$ cat config.mk
export PLATFORM = sky130hd
export DESIGN_NAME = slave_if_wr_arb
export DESIGN_NICKNAME = d
export VERILOG_FILES = /design/src/rtl/slave_if_wr_arb.sv
export SDC_FILE = /design/constraint.sdc
export NUM_CORES = 1
export LEC_CHECK = 0
export CORE_AREA = 2 2 104 106
export DETAILED_ROUTE_END_ITERATION = 7
export DIE_AREA = 0 0 106 108
export GPL_TIMING_DRIVEN = 0
export PLACE_DENSITY = 0.75
export SLEW_MARGIN = 20
export SYNTH_ARGS = -nofsm -noshare
export SYNTH_HDL_FRONTEND = slang
export SYNTH_SLANG_ARGS = --single-unit
$ cat constraint.sdc
create_clock -name iClk -period 1.84 [get_ports iClk]
set_input_delay 0.276 -clock iClk [delete_from_list [all_inputs] [get_ports iClk]]
set_output_delay 0.276 -clock iClk [all_outputs]
set_load 0.02 [all_outputs]
$ cat src/rtl/slave_if_wr_arb.sv
// Round-robin write arbiter sharing one slave write port among four master_if
// write channels; a grant is held for a whole burst until its Last beat is accepted.
module slave_if_wr_arb #(
  parameter int AW = 12,
  parameter int DW = 32,
  parameter int SW = 4
) (
  input  logic          iClk,
  input  logic          iRst,
  input  logic          iMst0WrReq,
  input  logic          iMst0WrValid,
  input  logic [AW-1:0] iMst0WrAddr,
  input  logic [SW-1:0] iMst0WrSel,
  input  logic [DW-1:0] iMst0WrData,
  input  logic          iMst0WrLast,
  output logic          oMst0WrReady,
  input  logic          iMst1WrReq,
  input  logic          iMst1WrValid,
  input  logic [AW-1:0] iMst1WrAddr,
  input  logic [SW-1:0] iMst1WrSel,
  input  logic [DW-1:0] iMst1WrData,
  input  logic          iMst1WrLast,
  output logic          oMst1WrReady,
  input  logic          iMst2WrReq,
  input  logic          iMst2WrValid,
  input  logic [AW-1:0] iMst2WrAddr,
  input  logic [SW-1:0] iMst2WrSel,
  input  logic [DW-1:0] iMst2WrData,
  input  logic          iMst2WrLast,
  output logic          oMst2WrReady,
  input  logic          iMst3WrReq,
  input  logic          iMst3WrValid,
  input  logic [AW-1:0] iMst3WrAddr,
  input  logic [SW-1:0] iMst3WrSel,
  input  logic [DW-1:0] iMst3WrData,
  input  logic          iMst3WrLast,
  output logic          oMst3WrReady,
  output logic          oSlvWrReq,
  output logic          oSlvWrValid,
  output logic [AW-1:0] oSlvWrAddr,
  output logic [SW-1:0] oSlvWrSel,
  output logic [DW-1:0] oSlvWrData,
  output logic          oSlvWrLast,
  input  logic          iSlvWrReady,
  output logic [3:0]    oGrant,
  output logic          oDbgBurst,
  output logic [1:0]    oDbgGntIdx,
  output logic [1:0]    oDbgRrPtr
);

  // Handshake: a beat transfers on a rising iClk edge where oSlvWrValid and
  // iSlvWrReady are both high; the granted master sees that same ready, the
  // others see 0 and must hold their beat unchanged.

  typedef enum logic {ST_IDLE, ST_BURST} st_e;

  st_e        st_q, st_d;
  logic [1:0] gnt_q, gnt_d;
  logic [1:0] rr_q, rr_d;

  logic [3:0]    req, valid, last;
  logic [AW-1:0] addr [4];
  logic [SW-1:0] sel  [4];
  logic [DW-1:0] data [4];
  logic [3:0]    rdy;

  assign req   = {iMst3WrReq,   iMst2WrReq,   iMst1WrReq,   iMst0WrReq};
  assign valid = {iMst3WrValid, iMst2WrValid, iMst1WrValid, iMst0WrValid};
  assign last  = {iMst3WrLast,  iMst2WrLast,  iMst1WrLast,  iMst0WrLast};
  assign addr[0] = iMst0WrAddr;
  assign addr[1] = iMst1WrAddr;
  assign addr[2] = iMst2WrAddr;
  assign addr[3] = iMst3WrAddr;
  assign sel[0]  = iMst0WrSel;
  assign sel[1]  = iMst1WrSel;
  assign sel[2]  = iMst2WrSel;
  assign sel[3]  = iMst3WrSel;
  assign data[0] = iMst0WrData;
  assign data[1] = iMst1WrData;
  assign data[2] = iMst2WrData;
  assign data[3] = iMst3WrData;

  logic       pick_vld;
  logic [1:0] pick_idx;
  logic [1:0] cand;

  // Descending scan so the candidate closest to rr_q is the one left standing.
  always_comb begin
    pick_vld = 1'b0;
    pick_idx = rr_q;
    cand     = rr_q;
    for (int k = 3; k >= 0; k--) begin
      cand = rr_q + 2'(k);
      if (req[cand]) begin
        pick_vld = 1'b1;
        pick_idx = cand;
      end
    end
  end

  logic burst;
  logic beat_hs;
  logic last_hs;
  logic abort;

  assign burst   = (st_q == ST_BURST);
  assign beat_hs = valid[gnt_q] & iSlvWrReady;
  assign last_hs = beat_hs & last[gnt_q];
  assign abort   = ~req[gnt_q] & ~valid[gnt_q];

  always_comb begin
    st_d  = st_q;
    gnt_d = gnt_q;
    rr_d  = rr_q;
    case (st_q)
      ST_IDLE: begin
        if (pick_vld) begin
          st_d  = ST_BURST;
          gnt_d = pick_idx;
        end
      end
      ST_BURST: begin
        if (last_hs || abort) begin
          st_d = ST_IDLE;
          rr_d = gnt_q + 2'd1;
        end
      end
      default: st_d = ST_IDLE;
    endcase
  end

  always_ff @(posedge iClk) begin
    if (iRst) begin
      st_q  <= ST_IDLE;
      gnt_q <= 2'd0;
      rr_q  <= 2'd0;
    end else begin
      st_q  <= st_d;
      gnt_q <= gnt_d;
      rr_q  <= rr_d;
    end
  end

  assign oGrant      = burst ? (4'b0001 << gnt_q) : 4'b0000;
  assign rdy         = oGrant & {4{iSlvWrReady}};
  assign oSlvWrReq   = burst;
  assign oSlvWrValid = burst & valid[gnt_q];
  assign oSlvWrLast  = burst & last[gnt_q];
  assign oSlvWrAddr  = burst ? addr[gnt_q] : '0;
  assign oSlvWrSel   = burst ? sel[gnt_q]  : '0;
  assign oSlvWrData  = burst ? data[gnt_q] : '0;

  assign oMst0WrReady = rdy[0];
  assign oMst1WrReady = rdy[1];
  assign oMst2WrReady = rdy[2];
  assign oMst3WrReady = rdy[3];

  assign oDbgBurst  = burst;
  assign oDbgGntIdx = gnt_q;
  assign oDbgRrPtr  = rr_q;

endmodule

# --- After elaboration in Yosys (flattened, before gate mapping) ---
# Cells that the tools add are included.
classes:
  n_div: 0
  shifts: 1
  n_addsub: 4
  n_mul: 0
  eq_ne: 0
  n_bitwise: 10
  n_lt_le_gt_ge: 6
  muxes: 38
  reduce_logical: 3
ops:
  columns: ["cell", "n"]
  rows:
  - ["two-way mux 32 bit", 3]
  - ["binary-select mux 32 bit (select 2 bit)", 1]
  - ["two-way mux 12 bit", 3]
  - ["binary-select mux 12 bit (select 2 bit)", 1]
  - ["two-way mux 4 bit", 4]
  - ["< comparator 2 x 3 -> 1 bit (second input constant)", 5]
  - ["binary-select mux 1 bit (select 2 bit)", 7]
  - ["two-way mux 1 bit", 13]
  - ["binary-select mux 4 bit (select 2 bit)", 1]
  - ["two-way mux 2 bit", 4]
  - ["bitwise AND 1 bit", 5]
  - ["adder 2 x 1 -> 2 bit (second input constant)", 2]
  - ["adder 2 bit (second input constant)", 2]
  - ["bitwise AND 4 bit", 1]
  - ["AND reduction 2 bit", 2]
  - ["<< shifter 1 x 2 -> 4 bit (first input constant)", 1]
  - ["greater-or-equal comparator 3 bit (second input constant)", 1]
  - ["inverter 1 bit", 3]
  - ["inverter 2 -> 3 bit", 1]
  - ["one-hot mux 1 bit (2 select lines)", 1]
  - ["logical OR 1 bit", 1]
word_totals:
  register_bits: 5
  out_inout_bits: 64
  latchBits: 0
  ram_bits: 0
  rom_bits: 0
  inputBits: 207
  memories: 0
  elab_cells: 65

# --- Depth between registers and ports, before layout ---
# Gate-level depths: netlist (run 1).
logic_depth:
  word_depth: 9
  mapped_depth: 6
  mapped_depth_nobuf: 4

# --- Worst setup path before layout (run 1) ---
# Ideal clock, no wire load.
synth_timing:
  path_type: "flip-flop to output port"
  startpoint: "reg gnt_q[0] (netlist: oDbgGntIdx[0])"
  endpoint: "out oSlvWrAddr[0]"
  setup_slack_ns: -0.126
  stages_incl_launch_ff: 5
  arrival_time_ns: 1.690
  n_path_buf: 2
  t_required_ns: 1.564
  path_cell_list: "dfxtp_1 > buf_6 > buf_2 > mux4_2 > and2_1"
synth_between:
  elab_chain_cells: 5
synth_lines:
  columns: ["item", "line", "source"]
  rows:
  - ["from (decl)", "58", "logic [1:0] gnt_q, gnt_d;"]
  - ["from (signal assigned)", "139", "gnt_q <= gnt_d;"]
  - ["inverter 2 -> 3 bit (implied by the code)", "149", "assign oSlvWrAddr = burst ? addr[gnt_q] : '0;"]
  - ["binary-select mux 12 bit (select 2 bit)", "149", null]
  - ["two-way mux 12 bit (implied by the code) (2 in a row)", "149", null]
  - ["two-way mux 12 bit", "149", null]
  - ["to (decl)", "40", "output logic [AW-1:0] oSlvWrAddr,"]
# No other way between the ends. The select of a mux whose other input is x is not followed.

# --- Worst setup path in the final report (run 1) ---
layout_timing:
  startpoint: "reg gnt_q[0] (netlist: oDbgGntIdx[0])"
  endpoint: "out oSlvWrData[20]"
layout_between:
  elab_chain_cells: 5
layout_lines:
  columns: ["item", "line", "source"]
  rows:
  - ["inverter 2 -> 3 bit (implied by the code)", "151", "assign oSlvWrData = burst ? data[gnt_q] : '0;"]
  - ["binary-select mux 32 bit (select 2 bit)", "151", null]
  - ["two-way mux 32 bit (implied by the code) (2 in a row)", "151", null]
  - ["two-way mux 32 bit", "151", null]
  - ["to (decl)", "42", "output logic [DW-1:0] oSlvWrData,"]
# No other way between the ends. The select of a mux whose other input is x is not followed.

==> results.json, run 1 <==
{
  "outcome": "complete, but fails checks",
  "violations": "negative setup slack",
  "synth_top_family_by_area": "multiplexers",
  "clockPowerShare_pct": 10.6,
  "synth-main-ff-cell": "dfxtp_1",
  "gr-usage-met2_pct": 34.7,
  "switching_share_pct": 33.3,
  "vias": 2757,
  "drive_gt1_share_pct": 37.2,
  "switching_power_uw": 637,
  "min_path_cells": 2,
  "vias_per_cell": 4.63,
  "worstSetupPathType": "reg2out",
  "synth_simple_gate_area_share_pct": 23.1,
  "end_kind": "output pin",
  "post-route-min-period_ns": 2.01,
  "peakVddDrop_v": 0.000205,
  "grt_use_met1_pct": 19.0,
  "ioPinCount": 271,
  "die_x_um": 106,
  "use_met3_pct": 3.01,
  "io_buffer_count": 270,
  "yosysWarnings": 0,
  "multi_input_comb_area_mm2": 0.00183,
  "hold_violations": 0,
  "slew-limit-headroom_pct": 62.2,
  "max_freq_ghz": 0.497,
  "htreeDepth": 1,
  "utilization_pct": 50.3,
  "power.density_mw_per_mm2": 371,
  "gr-total-overflow": 0,
  "cts_inserted_buffers": 3,
  "cts.reportedPaths.clkPinSlew_ns": 0.03,
  "clk_path_buf_depth": 2,
  "grt_pass1_wl_mm": 15.8,
  "dieArea_mm2": 0.0114,
  "synth_cells": 172,
  "synth_nets": 383,
  "reg2reg_from": "oDbgGntIdx[0]",
  "syn_area_mm2": 0.00196,
  "wl_per_cell_um": 18.0,
  "critPathLaunchType": "register",
  "synth_xor_area_share_pct": 0,
  "synth_compound_area_share_pct": 3.96,
  "p_leak_nw": 2.00,
  "totalWireLength_mm": 10.7,
  "pre_cts_slack_ns": -0.688,
  "reg2reg_depth": 6,
  "area.sequential_um2": 111,
  "tritoncts": "done",
  "synthArstFlopShare_pct": 0,
  "synth_commonest_cells": "and2_1 (54), mux4_2 (51), clkbuf_1 (9), nor2_1 (7), buf_2 (6)",
  "drtPass1Iterations": 4,
  "crit_start": "oDbgGntIdx[0]",
  "maxCapViolCount": 0,
  "internal-power_mw": 1.27,
  "avgSynthCellArea_um2": 11.4,
  "worst_clock_skew_ns": 0.00131,
  "comb_power_share_pct": 82.2,
  "diodes": 0,
  "fp.coreArea_mm2": 0.0102,
  "antenna_found_initial": 0,
  "num_rows": 37,
  "crit_fanout": 5,
  "grt_pass1_vias": 3016,
  "final_nets": 672,
  "setup_ws_ns": -0.172,
  "clock_sinks": 5,
  "clock_latency_ns": 0.22,
  "crit_arrival_ns": 1.74,
  "tns_ns": -5.69,
  "dp_hpwl_mm": 8.98,
  "required_ns": 1.56,
  "rsz0062_at_grt": "yes",
  "grt_use_total_pct": 17.5,
  "die_h_um": 108,
  "hp-start": "oDbgRrPtr[1]",
  "synthMuxAreaShare_pct": 59.9,
  "hold_class": "reg2reg",
  "synth_top_area_share_pct": 58.7,
  "start_util_pct": 19.1,
  "root_buffer": "clkbuf_8",
  "syn_to_final_growth_pct": 163,
  "gr-max-usage-layer": "met2",
  "netlist-cell-type-count": 26,
  "drc": 0,
  "grt_max_degree": 12,
  "tightest_slew_ns": 0.561,
  "yosysTopAreaCell": "mux4_2",
  "synth-adder-area-share_pct": 2.56,
  "power.total_mw": 1.91,
  "yosysMostFrequentCell": "and2_1",
  "drt_iter0_drc": 116,
  "fillers": 917,
  "setup_viol": 52,
  "synth_edf_count": 0,
  "place.gp.congestion": 0.875,
  "fin_crit_sh_pct": 109,
  "seq_power_share_pct": 7.3,
  "maxSlewViolCount": 0,
  "synth.area.top_cells": "mux4_2 (59%), and2_1 (17%), dfxtp_1 (5.1%)",
  "synth-seq-cells": 5,
  "yosysSeqAreaShare_pct": 5.11,
  "antenna_left": 0
}
-- sequential cells by signal, summed over array words and instances, names as in the netlist --
name        flops
oDbgRrPtr       2
oDbgGntIdx      2
oDbgBurst       1
-- layout make-up --
class / count / area share (%)
plain buffers: 19 / 4.27
clock buffers: 4 / 0.874
inverters: 4 / 0.291
multi-input cells: 144 / 35.4
flip-flops and latches: 5 / 2.16
well taps: 136 / 3.30
repair buffers: 284 / 53.7
-- routing by layer --
metal	wire (um)	vias up	share of wire, %
met5	0	-	0
met4	234	0	2.2
met3	893	17	8.3
met2	5790	165	54
met1	3820	1319	36
li1	-	1256	-
-- worst paths after layout --
kind / slack (ns) / to
worst max-delay path: -0.17 / oSlvWrData[20]
worst min-delay path: 0.59 / oDbgRrPtr[1]
worst max register to register: -0.11 / oDbgRrPtr[0]
worst min register to register: 0.59 / oDbgRrPtr[1]
-- power groups by stage --
stage          combinational [mW]  sequential, mW  clock (mW)
3_3_place_gp                 1.42           0.140           0
2_1_floorplan               0.625           0.142           0
6_report                     1.57           0.139       0.202
5_1_grt                      1.66           0.142       0.215
4_1_cts                      1.52           0.140       0.207
3_5_place_dp                 1.44           0.140           0
-- timing repair --
item	4_1_cts	5_1_grt
pin swaps	2	3
setup buffers	11	3
hold buffers	0	0
endpoints found under the setup margin	61	58
cloned	2	1
resized for setup	315	41
-- per-stage QoR --
stage	area, um^2	instances	hold slack (ns)
2_1_floorplan	1970	172	0.335
3_5_place_dp	4850	578	0.577
5_1_grt	5150	596	0.648
4_1_cts	5020	594	0.585
3_3_place_gp	4850	578	0.558
6_report	5150	596	0.588
-- cells in the final DEF, fill, tap and decap left out, drive strengths merged, types with 2 or more instances in the layout --
cell / n
dfxtp: 5
a21oi: 3
dlygate4sd2: 2
and2: 54
clkdlybuf4s50: 212
nor2b: 4
ha: 4
inv: 4
mux4: 51
o21ai: 4
buf: 78
clkbuf: 14
and3: 5
nand2b: 2
nor2: 7
-- kinds of logic (layout without fill, tap and decap cells) --
kind of cell             after synthesis  in the layout
AND/OR/NAND/NOR                       75             75
multiplexers                          53             53
buffers and inverters                 23            311
AO/OA/AOI/OAI                         12             12
flip-flops                             5              5
adder cells (fa/ha/maj)                4              4
-- critical path, cell delays in order (launching register included) --
cell and delay [ns]:
dfxtp_4 0.36, buf_12 0.14, buf_12 0.11, buf_16 0.11
mux4_2 0.50, and2_4 0.17, buf_6 0.12
(Power assumes the default switching activity.)
==> run 2: changes to the inputs <==
Settings changed: SKIP_CTS_REPAIR_TIMING set to 1.
==> results.json, run 2 (synthesis gave the netlist of run 1 again) <==
{
  "clock_latency_ns": 0.22,
  "num_rows": 37,
  "end_kind": "output pin",
  "drtPass1Iterations": 4,
  "cts.reportedPaths.clkPinSlew_ns": 0.04,
  "antenna_found_initial": 0,
  "grt_pass1_wl_mm": 15.3,
  "postPlaceCellArea_mm2": 0.00485,
  "dp_hpwl_mm": 8.98,
  "hold_class": "reg2reg",
  "antenna_left": 0,
  "ioPinCount": 271,
  "seq_power_share_pct": 6.8,
  "post-route-min-period_ns": 2.01,
  "die_x_um": 106,
  "worst_clock_skew_ns": 0.00175,
  "gr-total-overflow": 0,
  "utilization_pct": 53.2,
  "layout_common_cells": "clkdlybuf4s50_1 (212), buf_6 (55), mux4_2 (51)",
  "drc": 0,
  "drt_iter0_drc": 84,
  "holdPathEnd": "oDbgRrPtr[1]",
  "pre_cts_slack_ns": -0.688,
  "max_freq_ghz": 0.497,
  "comb_power_share_pct": 83.3,
  "multi_input_comb_area_mm2": 0.00192,
  "dieArea_mm2": 0.0114,
  "worstSetupPathType": "reg2out",
  "p_leak_nw": 2.11,
  "final_area_mm2": 0.00544,
  "critPathLaunchType": "register",
  "gr-max-usage-layer": "met2",
  "io_buffer_count": 270,
  "required_ns": 1.56,
  "crit_fanout": 8,
  "hold_violations": 0,
  "fillers": 887,
  "clockPowerShare_pct": 9.9,
  "setup_viol": 52,
  "power.total_mw": 2.06,
  "tritoncts": "done",
  "drive_gt1_share_pct": 43.1,
  "fin_crit_sh_pct": 109,
  "rsz0062_at_grt": "yes",
  "start_util_pct": 19.1,
  "switching_share_pct": 32.5,
  "vias": 2757,
  "gr-usage-met2_pct": 33.4,
  "slew-limit-headroom_pct": 62.4,
  "root_buffer": "clkbuf_8",
  "grt_pass1_vias": 2961,
  "grt_max_degree": 12,
  "place.gp.congestion": 0.875,
  "switching_power_uw": 671,
  "reg2reg_from": "oDbgGntIdx[0]",
  "hp-start": "oDbgRrPtr[1]",
  "r2r-end": "oDbgRrPtr[0]",
  "grt_use_met1_pct": 18.1,
  "totalWireLength_mm": 10.9,
  "tightest_slew_ns": 0.559,
  "power.density_mw_per_mm2": 379,
  "grt_use_total_pct": 16.9,
  "use_met3_pct": 3.38,
  "fp.coreArea_mm2": 0.0102,
  "final_nets": 671,
  "rrSetupSlack_ns": -0.16,
  "reg2reg_depth": 6,
  "min_path_cells": 2,
  "peakVddDrop_v": 0.000194,
  "internal-power_mw": 1.39,
  "htreeDepth": 1,
  "setup_ws_ns": -0.171,
  "cts_inserted_buffers": 3,
  "maxSlewViolCount": 0,
  "vias_per_cell": 4.63,
  "clock_sinks": 5,
  "timing.hold.ws_ns": 0.582,
  "diodes": 0,
  "final_common_cell": "clkdlybuf4s50_1",
  "crit_arrival_ns": 1.73,
  "area.sequential_um2": 111,
  "wl_per_cell_um": 18.4,
  "clk_path_buf_depth": 2,
  "outcome": "complete, but fails checks",
  "maxCapViolCount": 0,
  "syn_to_final_growth_pct": 178,
  "violations": "negative setup slack",
  "die_h_um": 108
}
[run 2: changes by cell type in the layout (fill, tap and decap cells not counted), sizes merged]
cell / before / now
buf: 78 / 74
clkbuf: 14 / 18
clkdlybuf4s15: 1 / 0
dlygate4sd2: 2 / 0
dlymetal6s2s: 0 / 2
[run 2: metal layers]
metal / up-vias / routed length, um
li1: 1254 / -
met1: 1322 / 3870
met2: 166 / 5980
met3: 15 / 909
met4: 0 / 178
met5: - / 0
[run 2: how the worst max path moves through the flow]
| stage | from | to | slack (ns) | cells past startpoint |
|---|---|---|---|---|
| after floorplan | oDbgGntIdx[0] | oDbgRrPtr[0] | 0.03 | 5 |
| after global placement | oDbgGntIdx[1] | oSlvWrData[28] | -0.70 | 5 |
| after detailed placement | oDbgGntIdx[1] | oSlvWrData[28] | -0.69 | 5 |
| after CTS | oDbgGntIdx[1] | oSlvWrData[28] | -0.92 | 5 |
| after global routing | oDbgGntIdx[0] | oSlvWrData[24] | -0.22 | 5 |
| final | oDbgGntIdx[0] | oSlvWrAddr[2] | -0.17 | 5 |
[run 2: layout make-up]
| cell class | count | share of cell area, % |
|---|---|---|
| sequential | 5 | 2.05 |
| multi-input combinational | 144 | 35.2 |
| inverter | 4 | 0.368 |
| timing repair buffer | 283 | 54.4 |
| tap | 136 | 3.13 |
| clock buffer | 4 | 0.827 |
| buffer | 19 | 4.05 |
[run 2: worst max-delay path, cell delays in order, from the launching register on]
cell	delay, ns
dfxtp_4	0.38
buf_12	0.17
clkbuf_16	0.16
mux4_2	0.50
and2_4	0.18
buf_6	0.12
[run 2: per-stage QoR]
stage                     setup TNS (ns)  instances
after global placement            -35.24        578
after detailed placement          -35.84        578
final                              -6.92        595
after CTS                         -49.85        582
after global routing               -9.49        595
after floorplan                        0        172
[run 2: power by group through the flow]
stage / clock network (mW) / logic, mW / registers, mW
final: 0.203 / 1.72 / 0.140
after global routing: 0.215 / 1.81 / 0.143
after CTS: 0.207 / 1.45 / 0.139
after detailed placement: 0 / 1.44 / 0.140
after global placement: 0 / 1.42 / 0.140
after floorplan: 0 / 0.625 / 0.142
==> run 3: changes to the inputs <==
Settings changed: ABC_AREA set to 0.
==> results of run 3 <==
No change in the layout: final DEF, timing and power equal those of run 2.
